[config.mk]
export PLATFORM = sky130hd
export DESIGN_NAME = fetch_queue_flat
export DESIGN_NICKNAME = d
export VERILOG_FILES = /design/src/rtl/fetch_queue_if.sv /design/src/rtl/fetch_queue.sv /design/src/flat_wrapper.sv
export SDC_FILE = /design/constraint.sdc
export NUM_CORES = 1
export LEC_CHECK = 0
export ABC_AREA = 1
export BUFFER_PORTS_ARGS = -buffer_cell sky130_fd_sc_hd__buf_4
export CAP_MARGIN = 20
export CORE_MARGIN = 5
export CORE_UTILIZATION = 52
export DETAILED_ROUTE_END_ITERATION = 10
export PLACE_DENSITY = 0.74
export SLEW_MARGIN = 30
export SYNTH_ARGS = -nofsm -noshare
export SYNTH_HDL_FRONTEND = slang
export SYNTH_SLANG_ARGS = --single-unit
[constraint.sdc]
create_clock -name clk -period 4.2 [get_ports clk]
set_input_delay 0.84 -clock clk [delete_from_list [all_inputs] [get_ports clk]]
set_output_delay 0.84 -clock clk [all_outputs]
set_load 0.1 [all_outputs]
[src/rtl/fetch_queue_if.sv]
// Fetch-to-decode handshake bundle for fetch_queue.
// master = environment side (fetch drives in_*, decode drives out_ready); slave = the queue.
interface fetch_queue_if #(
  parameter int XLEN = 32
);
  // Both sides use valid/ready: a word transfers on a rising edge where valid && ready,
  // the producer holds its payload stable while valid && !ready, and ready never
  // depends combinationally on the same port's valid.
  logic            in_valid;
  logic [XLEN-1:0] in_instruction;
  logic [XLEN-1:0] in_pc;
  logic            in_halt;
  logic            in_ready;
  logic            out_valid;
  logic [XLEN-1:0] out_instruction;
  logic [XLEN-1:0] out_pc;
  logic            out_halt;
  logic            out_ready;

  modport master (
    output in_valid, in_instruction, in_pc, in_halt, out_ready,
    input  in_ready, out_valid, out_instruction, out_pc, out_halt
  );

  modport slave (
    input  in_valid, in_instruction, in_pc, in_halt, out_ready,
    output in_ready, out_valid, out_instruction, out_pc, out_halt
  );
endinterface

[src/rtl/fetch_queue.sv]
// In-order fetch-to-decode buffer with halt lock-out and redirect flush.
// Optional macro FETCH_QUEUE_BYPASS_EN adds a zero-latency path when the queue is empty.
module fetch_queue #(
  parameter int DEPTH = 4,
  parameter int XLEN  = 32
) (
  input  logic                     clk,
  input  logic                     rst,
  input  logic                     flush,
  fetch_queue_if.slave             q,
  output logic [$clog2(DEPTH):0]   count,
  output logic                     dbg_state
);
  localparam int AW = $clog2(DEPTH);
  localparam int CW = AW + 1;
  localparam logic [CW-1:0] FULL = CW'(DEPTH);

  typedef enum logic {RUN = 1'b0, HALTED = 1'b1} state_t;

  state_t          state_q, state_d;
  logic [AW-1:0]   rd_ptr, wr_ptr;
  logic [XLEN-1:0] mem_instr [DEPTH];
  logic [XLEN-1:0] mem_pc    [DEPTH];
  logic            mem_halt  [DEPTH];

  logic push, pop, byp_take, wr_en, rd_en;

  // Flush/reset squash any handshake seen in the same cycle.
  assign push = q.in_valid  && q.in_ready  && !flush;
  assign pop  = q.out_valid && q.out_ready && !flush;

`ifdef FETCH_QUEUE_BYPASS_EN
  assign byp_take = (count == '0) && push && q.out_ready;
`else
  assign byp_take = 1'b0;
`endif

  // A bypassed word is consumed straight from the input and never touches storage.
  assign wr_en = push && !byp_take;
  assign rd_en = pop  && !byp_take;

  // State register
  always_ff @(posedge clk) begin
    if (rst) state_q <= RUN;
    else     state_q <= state_d;
  end

  // Next state
  always_comb begin
    state_d = state_q;
    if (flush)                                     state_d = RUN;
    else if (state_q == RUN && push && q.in_halt)  state_d = HALTED;
  end

  // State-derived outputs
  always_comb begin
    q.in_ready = (count != FULL) && (state_q == RUN);
    dbg_state  = (state_q == HALTED);
  end

  // Head presentation
  always_comb begin
    q.out_valid       = (count != '0);
    q.out_instruction = mem_instr[rd_ptr];
    q.out_pc          = mem_pc[rd_ptr];
    q.out_halt        = mem_halt[rd_ptr];
`ifdef FETCH_QUEUE_BYPASS_EN
    if (count == '0) begin
      q.out_valid       = q.in_valid && q.in_ready && !flush;
      q.out_instruction = q.in_instruction;
      q.out_pc          = q.in_pc;
      q.out_halt        = q.in_halt;
    end
`endif
  end

  // Pointers and occupancy
  always_ff @(posedge clk) begin
    if (rst || flush) begin
      rd_ptr <= '0;
      wr_ptr <= '0;
      count  <= '0;
    end else begin
      if (wr_en) wr_ptr <= wr_ptr + AW'(1);
      if (rd_en) rd_ptr <= rd_ptr + AW'(1);
      case ({wr_en, rd_en})
        2'b10:   count <= count + CW'(1);
        2'b01:   count <= count - CW'(1);
        default: count <= count;
      endcase
    end
  end

  // Storage is deliberately not reset.
  always_ff @(posedge clk) begin
    if (wr_en) begin
      mem_instr[wr_ptr] <= q.in_instruction;
      mem_pc[wr_ptr]    <= q.in_pc;
      mem_halt[wr_ptr]  <= q.in_halt;
    end
  end
endmodule

[src/flat_wrapper.sv]
// flat-port wrapper written by rule: the top's interface ports become plain ports
module fetch_queue_flat 
#(
  parameter int DEPTH = 4,
  parameter int XLEN  = 32
)
  (clk, rst, flush, count, dbg_state, q_in_valid, q_in_instruction, q_in_pc, q_in_halt, q_out_ready, q_in_ready, q_out_valid, q_out_instruction, q_out_pc, q_out_halt);
  fetch_queue_if #(.XLEN(XLEN)) q_i ();
  input  logic clk;
  input  logic rst;
  input  logic flush;
  output logic [$clog2(DEPTH):0] count;
  output logic dbg_state;
  input wire logic [$bits(q_i.in_valid)-1:0] q_in_valid;
  input wire logic [$bits(q_i.in_instruction)-1:0] q_in_instruction;
  input wire logic [$bits(q_i.in_pc)-1:0] q_in_pc;
  input wire logic [$bits(q_i.in_halt)-1:0] q_in_halt;
  input wire logic [$bits(q_i.out_ready)-1:0] q_out_ready;
  output wire logic [$bits(q_i.in_ready)-1:0] q_in_ready;
  output wire logic [$bits(q_i.out_valid)-1:0] q_out_valid;
  output wire logic [$bits(q_i.out_instruction)-1:0] q_out_instruction;
  output wire logic [$bits(q_i.out_pc)-1:0] q_out_pc;
  output wire logic [$bits(q_i.out_halt)-1:0] q_out_halt;
  assign q_i.in_valid = q_in_valid;
  assign q_i.in_instruction = q_in_instruction;
  assign q_i.in_pc = q_in_pc;
  assign q_i.in_halt = q_in_halt;
  assign q_i.out_ready = q_out_ready;
  assign q_in_ready = q_i.in_ready;
  assign q_out_valid = q_i.out_valid;
  assign q_out_instruction = q_i.out_instruction;
  assign q_out_pc = q_i.out_pc;
  assign q_out_halt = q_i.out_halt;
  fetch_queue #(.DEPTH(DEPTH), .XLEN(XLEN)) u_core (.clk(clk), .rst(rst), .flush(flush), .q(q_i), .count(count), .dbg_state(dbg_state));
endmodule
-- After elaboration in Yosys (flattened, before gate mapping)
Memories as Yosys holds them, arrays and structs flattened. A register that Yosys moved wholly into a read port is not among the register bits.
Cells that the tools add are included.
- bits in registers: 8
- latch bits: 0
- bits in writable memories: 260
- ROM bits: 0
- input bits: 70
- word-level logic and storage cells: 36
- memories kept: 3
- memory list (memory ; depth ; width ; rd ports ; clocked after Yosys merged registers in ; write ports ; RTL line ; text):
    u_core.mem_instr ; 4 ; 32 ; 1 ; 1 ; 1 ; fetch_queue.sv:22 ; logic [XLEN-1:0] mem_instr [DEPTH];
    u_core.mem_pc ; 4 ; 32 ; 1 ; 1 ; 1 ; fetch_queue.sv:23 ; logic [XLEN-1:0] mem_pc [DEPTH];
    u_core.mem_halt ; 4 ; 1 ; 1 ; 1 ; 1 ; fetch_queue.sv:24 ; logic mem_halt [DEPTH];
- $add $sub $neg: 4
- multiply operators: 0
- div/mod/pow operators: 0
- $lt $le $gt $ge: 0
- equality and inequality tests: 3
- shift-type cells: 0
- muxes and demuxes: 9
- bitwise gates (word level): 1
- reduce and logical (&&, ||, !) cells: 12
- operator list (cell ; count):
    2-bit two-way mux ; 6
    1-bit logical AND ; 7
    3-bit case mux with 2 select lines ; 1
    2-bit by 1-bit adder with 2-bit output, second input constant ; 2
    3-bit by 1-bit adder with 3-bit output, second input constant ; 1
    3-bit inequality test, second input constant ; 1
    3-bit nonzero test ; 1
    3-bit by 1-bit subtractor with 3-bit output, second input constant ; 1
    2-bit by 1-bit == test with 1-bit output, second input constant ; 1
    2-bit == test, second input constant ; 1
    1-bit two-way mux ; 2
    2-bit nonzero test ; 1
    2-bit OR reduction ; 1
    1-bit logical NOT ; 1
    1-bit logical OR ; 1
    1-bit inverter ; 1

-- Logic depth before layout (Yosys ltp)
- depth after elaboration: 6
- depth in mapped cells: 13

-- Least setup slack after synthesis
No wires, ideal clock.
- path type: reg-to-reg
- start: reg u_core.count[1]
- end: mem u_core.mem_halt[0] (enable)
- setup time: 0.489 ns
- arrival: 4.198 ns
- slack: -0.487 ns
- stages on the path, launching flop included: 5
- path buffers: 0
- period minus slack after synthesis: 4.687 ns
- path through: dfxtp_1 > nor2_1 > nand2_1 > nand3_2 > nor2_1
- longest elaborated chain between the ends: 6
- RTL lines (what ; RTL line ; text):
    start: declaration ; fetch_queue.sv:11 ; output logic [$clog2(DEPTH):0] count,
    start signal: assignment ; fetch_queue.sv:87 ; 2'b10: count <= count + CW'(1);
    start signal: assignment ; fetch_queue.sv:88 ; 2'b01: count <= count - CW'(1);
    start signal: assignment ; fetch_queue.sv:89 ; default: count <= count;
    3-bit inequality test ; fetch_queue.sv:57 ; q.in_ready = (count != FULL) && (state_q == RUN);
    1-bit logical AND ; fetch_queue.sv:57 ;
    1-bit logical AND (2 in a row) ; fetch_queue.sv:29 ; assign push = q.in_valid && q.in_ready && !flush;
    1-bit two-way mux ; fetch_queue.sv:96 ; if (wr_en) begin
    1-bit two-way mux (implied by the code) ; fetch_queue.sv:99 ; mem_halt[wr_ptr] <= q.in_halt;
    end: declaration ; fetch_queue.sv:24 ;
Every way passes these cells.

==> metrics.md <==
| Metric | Value |
|---|---|
| Status | `completed` |
| Pwr dens | `465 nW/um2` |
| Peak Freq | `0.309 GHz` |
| Skew-Pair Late Insertion Delay | `520 ps` |
| CTS root buf | `clkbuf_16` |
| Routed vias/inst | `5.42` |
| Worst hold path depth | `2` |
| Reg2Reg Depth | `12` |
| Die Span Y | `152 um` |
| Filler instances | `1503` |
| Clock power frac | `0.393` |
| Share of the synthesized area in the top cell type | `0.743` |
| CTS buffer count | `27` |
| Flop2flop setup slack | `2150 ps` |
| Flop pwr share | `0.512` |
| TritonCTS clock tree | `yes` |
| CP Class | `flip-flop to primary output` |
| Logic pwr share | `0.095` |
| Synth Cell Area | `10500 um2` |
| Cell row count | `52` |
| Req. time, crit path | `3360 ps` |
| Post-synth net total | `787` |
| Synth Instances | `711` |
| Pin count of the biggest net entering global routing | `69` |
| Number of global-route vias before repair | `6302` |
| H-Tree Depth | `1` |
| Final Hold Fails | `0` |
| # setup viols final | `0` |
| Initial Util | `0.525` |
| Synth warnings | `0` |
| Sw Share | `0.233` |
| Routed WL | `21.3 mm` |
| Reg-to-reg startpoint | `u_core.count[1]` |
| DPL Wire Length | `12.1 mm` |
| Crit Reg-Reg Endpoint | `u_core.count[2]` |
| DR DRC count | `0` |
| Internal Power | `4.51 mW` |
| Hold path start | `u_core.rd_ptr[0]` |
| Area grow syn2layout | `20.3%` |
| Worst Path Arrival | `2400 ps` |
| RSZ-0062 raised after global routing | `no` |
| Post-synthesis cell type count | `25` |
| DR iter-0 viols | `403` |
| Min-Delay Path Class | `flip-flop to flip-flop` |
| Clk sink count | `270` |
| Vias | `6193` |
| Register area share after synthesis | `0.762` |
| Chip width | `152 um` |
| Antenna Nets Post-Route | `0` |
| Share of cells above drive strength 1 | `0.285` |
| Area contributors post-synth | `edfxtp_1, nor2_1, o21ai_0` |
| Syn_area_per_cell | `14.8 um2` |
| CTS Hold Buffers Added | `0` |
| # diodes | `0` |
| Period utilization | `0.772` |
| CTS max path bufs | `3` |
| Net total in the final layout | `929` |
| CP Max Fanout | `68` |
| Most frequent cells in the layout | `edfxtp_1, buf_4, nor2_1, o21ai_0, o22ai_1` |
| Setup bufs post-CTS | `0` |
| Commonest non-fill, non-tap cell in the layout | `edfxtp_1` |
| GR Util All Layers | `0.177` |
| Setup crit end kind | `primary output` |
| Ports | `141` |
| Clock transition at the registers of the reported paths | `60 ps` |
| Antenna violations before repair | `0` |
| Final core utilization | `0.631` |
| Leak pwr | `4.41 nW` |
| Total gr overflow | `0` |
| Slew margin rel. | `0.526` |
| CORE AREA | `20000 um2` |
| Synth Register Bits | `270` |
| Placed cell areas | `11800 um2` |
| IO Port Bufs | `140` |
| PostCTS Resize Cnt | `0` |
| Min cycle time layout | `3240 ps` |
| Max cap viols | `0` |
| Hold Crit Endpoint | `u_core.rd_ptr[0]` |
| Fin area | `12600 um2` |
| Die area | `23200 um2` |
| First-pass GRT wire length | `33.4 mm` |
| Clk_skew | `15.8 ps` |
| Synth area leader | `edfxtp_1` |
| Routability congestion estimate | `0.736` |
| Final Slew Violations | `0` |
| Worst-Margin Slew | `711 ps` |
| Net Switching | `1.37 mW` |
| Routed wire per std cell | `18.6 um` |
| VDD IR max | `0.311 mV` |
| Crit start category | `flip-flop` |
| DR pass1 iterations | `5` |
==> cell usage after synthesis <==
library cell,number
a21oi_1,6
buf_12,3
buf_2,12
buf_4,1
buf_6,9
clkbuf_1,17
clkinv_1,1
dfxtp_1,10
edfxtp_1,260
fa_1,1
ha_1,5
inv_1,20
inv_2,1
inv_6,1
nand2_1,16
nand3_1,3
nand3_2,1
nand4_1,4
nor2_1,124
nor2_4,20
o21ai_0,91
o21ai_1,35
o21ai_2,5
o22ai_1,45
o22ai_2,20
==> cell families (layout without fill, tap and decap cells) <==
| family | count (synthesis) | count (layout) | synth area share |
|---|---|---|---|
| flip-flops | 270 | 270 | 0.762 |
| AO/OA/AOI/OAI | 202 | 202 | 0.118 |
| AND/OR/NAND/NOR | 168 | 168 | 0.0762 |
| buffers and inverters | 65 | 227 | 0.0365 |
| adder cells (fa/ha/maj) | 6 | 6 | 0.00786 |
==> through the flow <==
step	setup slack (ps)	hold slack [ps]	setup TNS, ps	std cells	power, mW
after floorplan	-487	461	-126590	711	3.46
after CTS	968	494	0	1143	5.93
after global placement	1530	472	0	1094	3.62
after detailed placement	1520	504	0	1094	3.63
after global routing	811	488	0	1143	6.09
final	959	514	0	1143	5.88
==> power by group through the flow <==
stage                     clock, mW  combinational, mW  sequential (mW)
after floorplan                   0              0.380             3.08
final                          2.31              0.556             3.01
after global placement            0              0.553             3.07
after detailed placement          0              0.559             3.07
after CTS                      2.36              0.560             3.01
after global routing           2.49              0.581             3.01
==> layout make-up <==
type                       instances  area, um2  area share
clock buffer                      35        716      0.0566
clock inverter                    14        148      0.0117
timing repair buffer             155       1190      0.0940
tap                              270        338      0.0267
multi-input combinational        376       2150       0.170
inverter                          23       91.3     0.00722
sequential                       270       8010       0.634
==> worst max path at each step <==
stage | start | end | slack, ps
2_1_floorplan | u_core.count[1] | u_core.mem_halt[0] | -490
3_3_place_gp | flip-flop | q_out_pc[22] | 1530
3_5_place_dp | flip-flop | q_out_pc[22] | 1520
4_1_cts | flip-flop | q_out_pc[22] | 970
5_1_grt | flip-flop | q_out_pc[28] | 810
6_report | flip-flop | q_out_pc[22] | 960
==> critical path, cell delays in order (launching register included) <==
cell	delay (ps)
dfxtp_4	380
inv_6	420
buf_4	390
nor2_1	70
o22ai_1	240
buf_4	340
==> sequential cells by signal (all words and copies together) (netlist names), named ones only <==
name and flops:
u_core.count 3, u_core.mem_halt 4, u_core.wr_ptr 2, u_core.dbg_state 1, u_core.rd_ptr 2, u_core.mem_instr 128, u_core.mem_pc 128
==> per-layer routing <==
metal,GRT usage,wire (um),vias up
li1,-,-,2935
met3,0.0332,1120,36
met5,0,0,-
met2,0.325,11300,168
met4,0.0509,443,0
met1,0.213,8430,3054
Note: power is estimated with default switching activity, not from simulation.
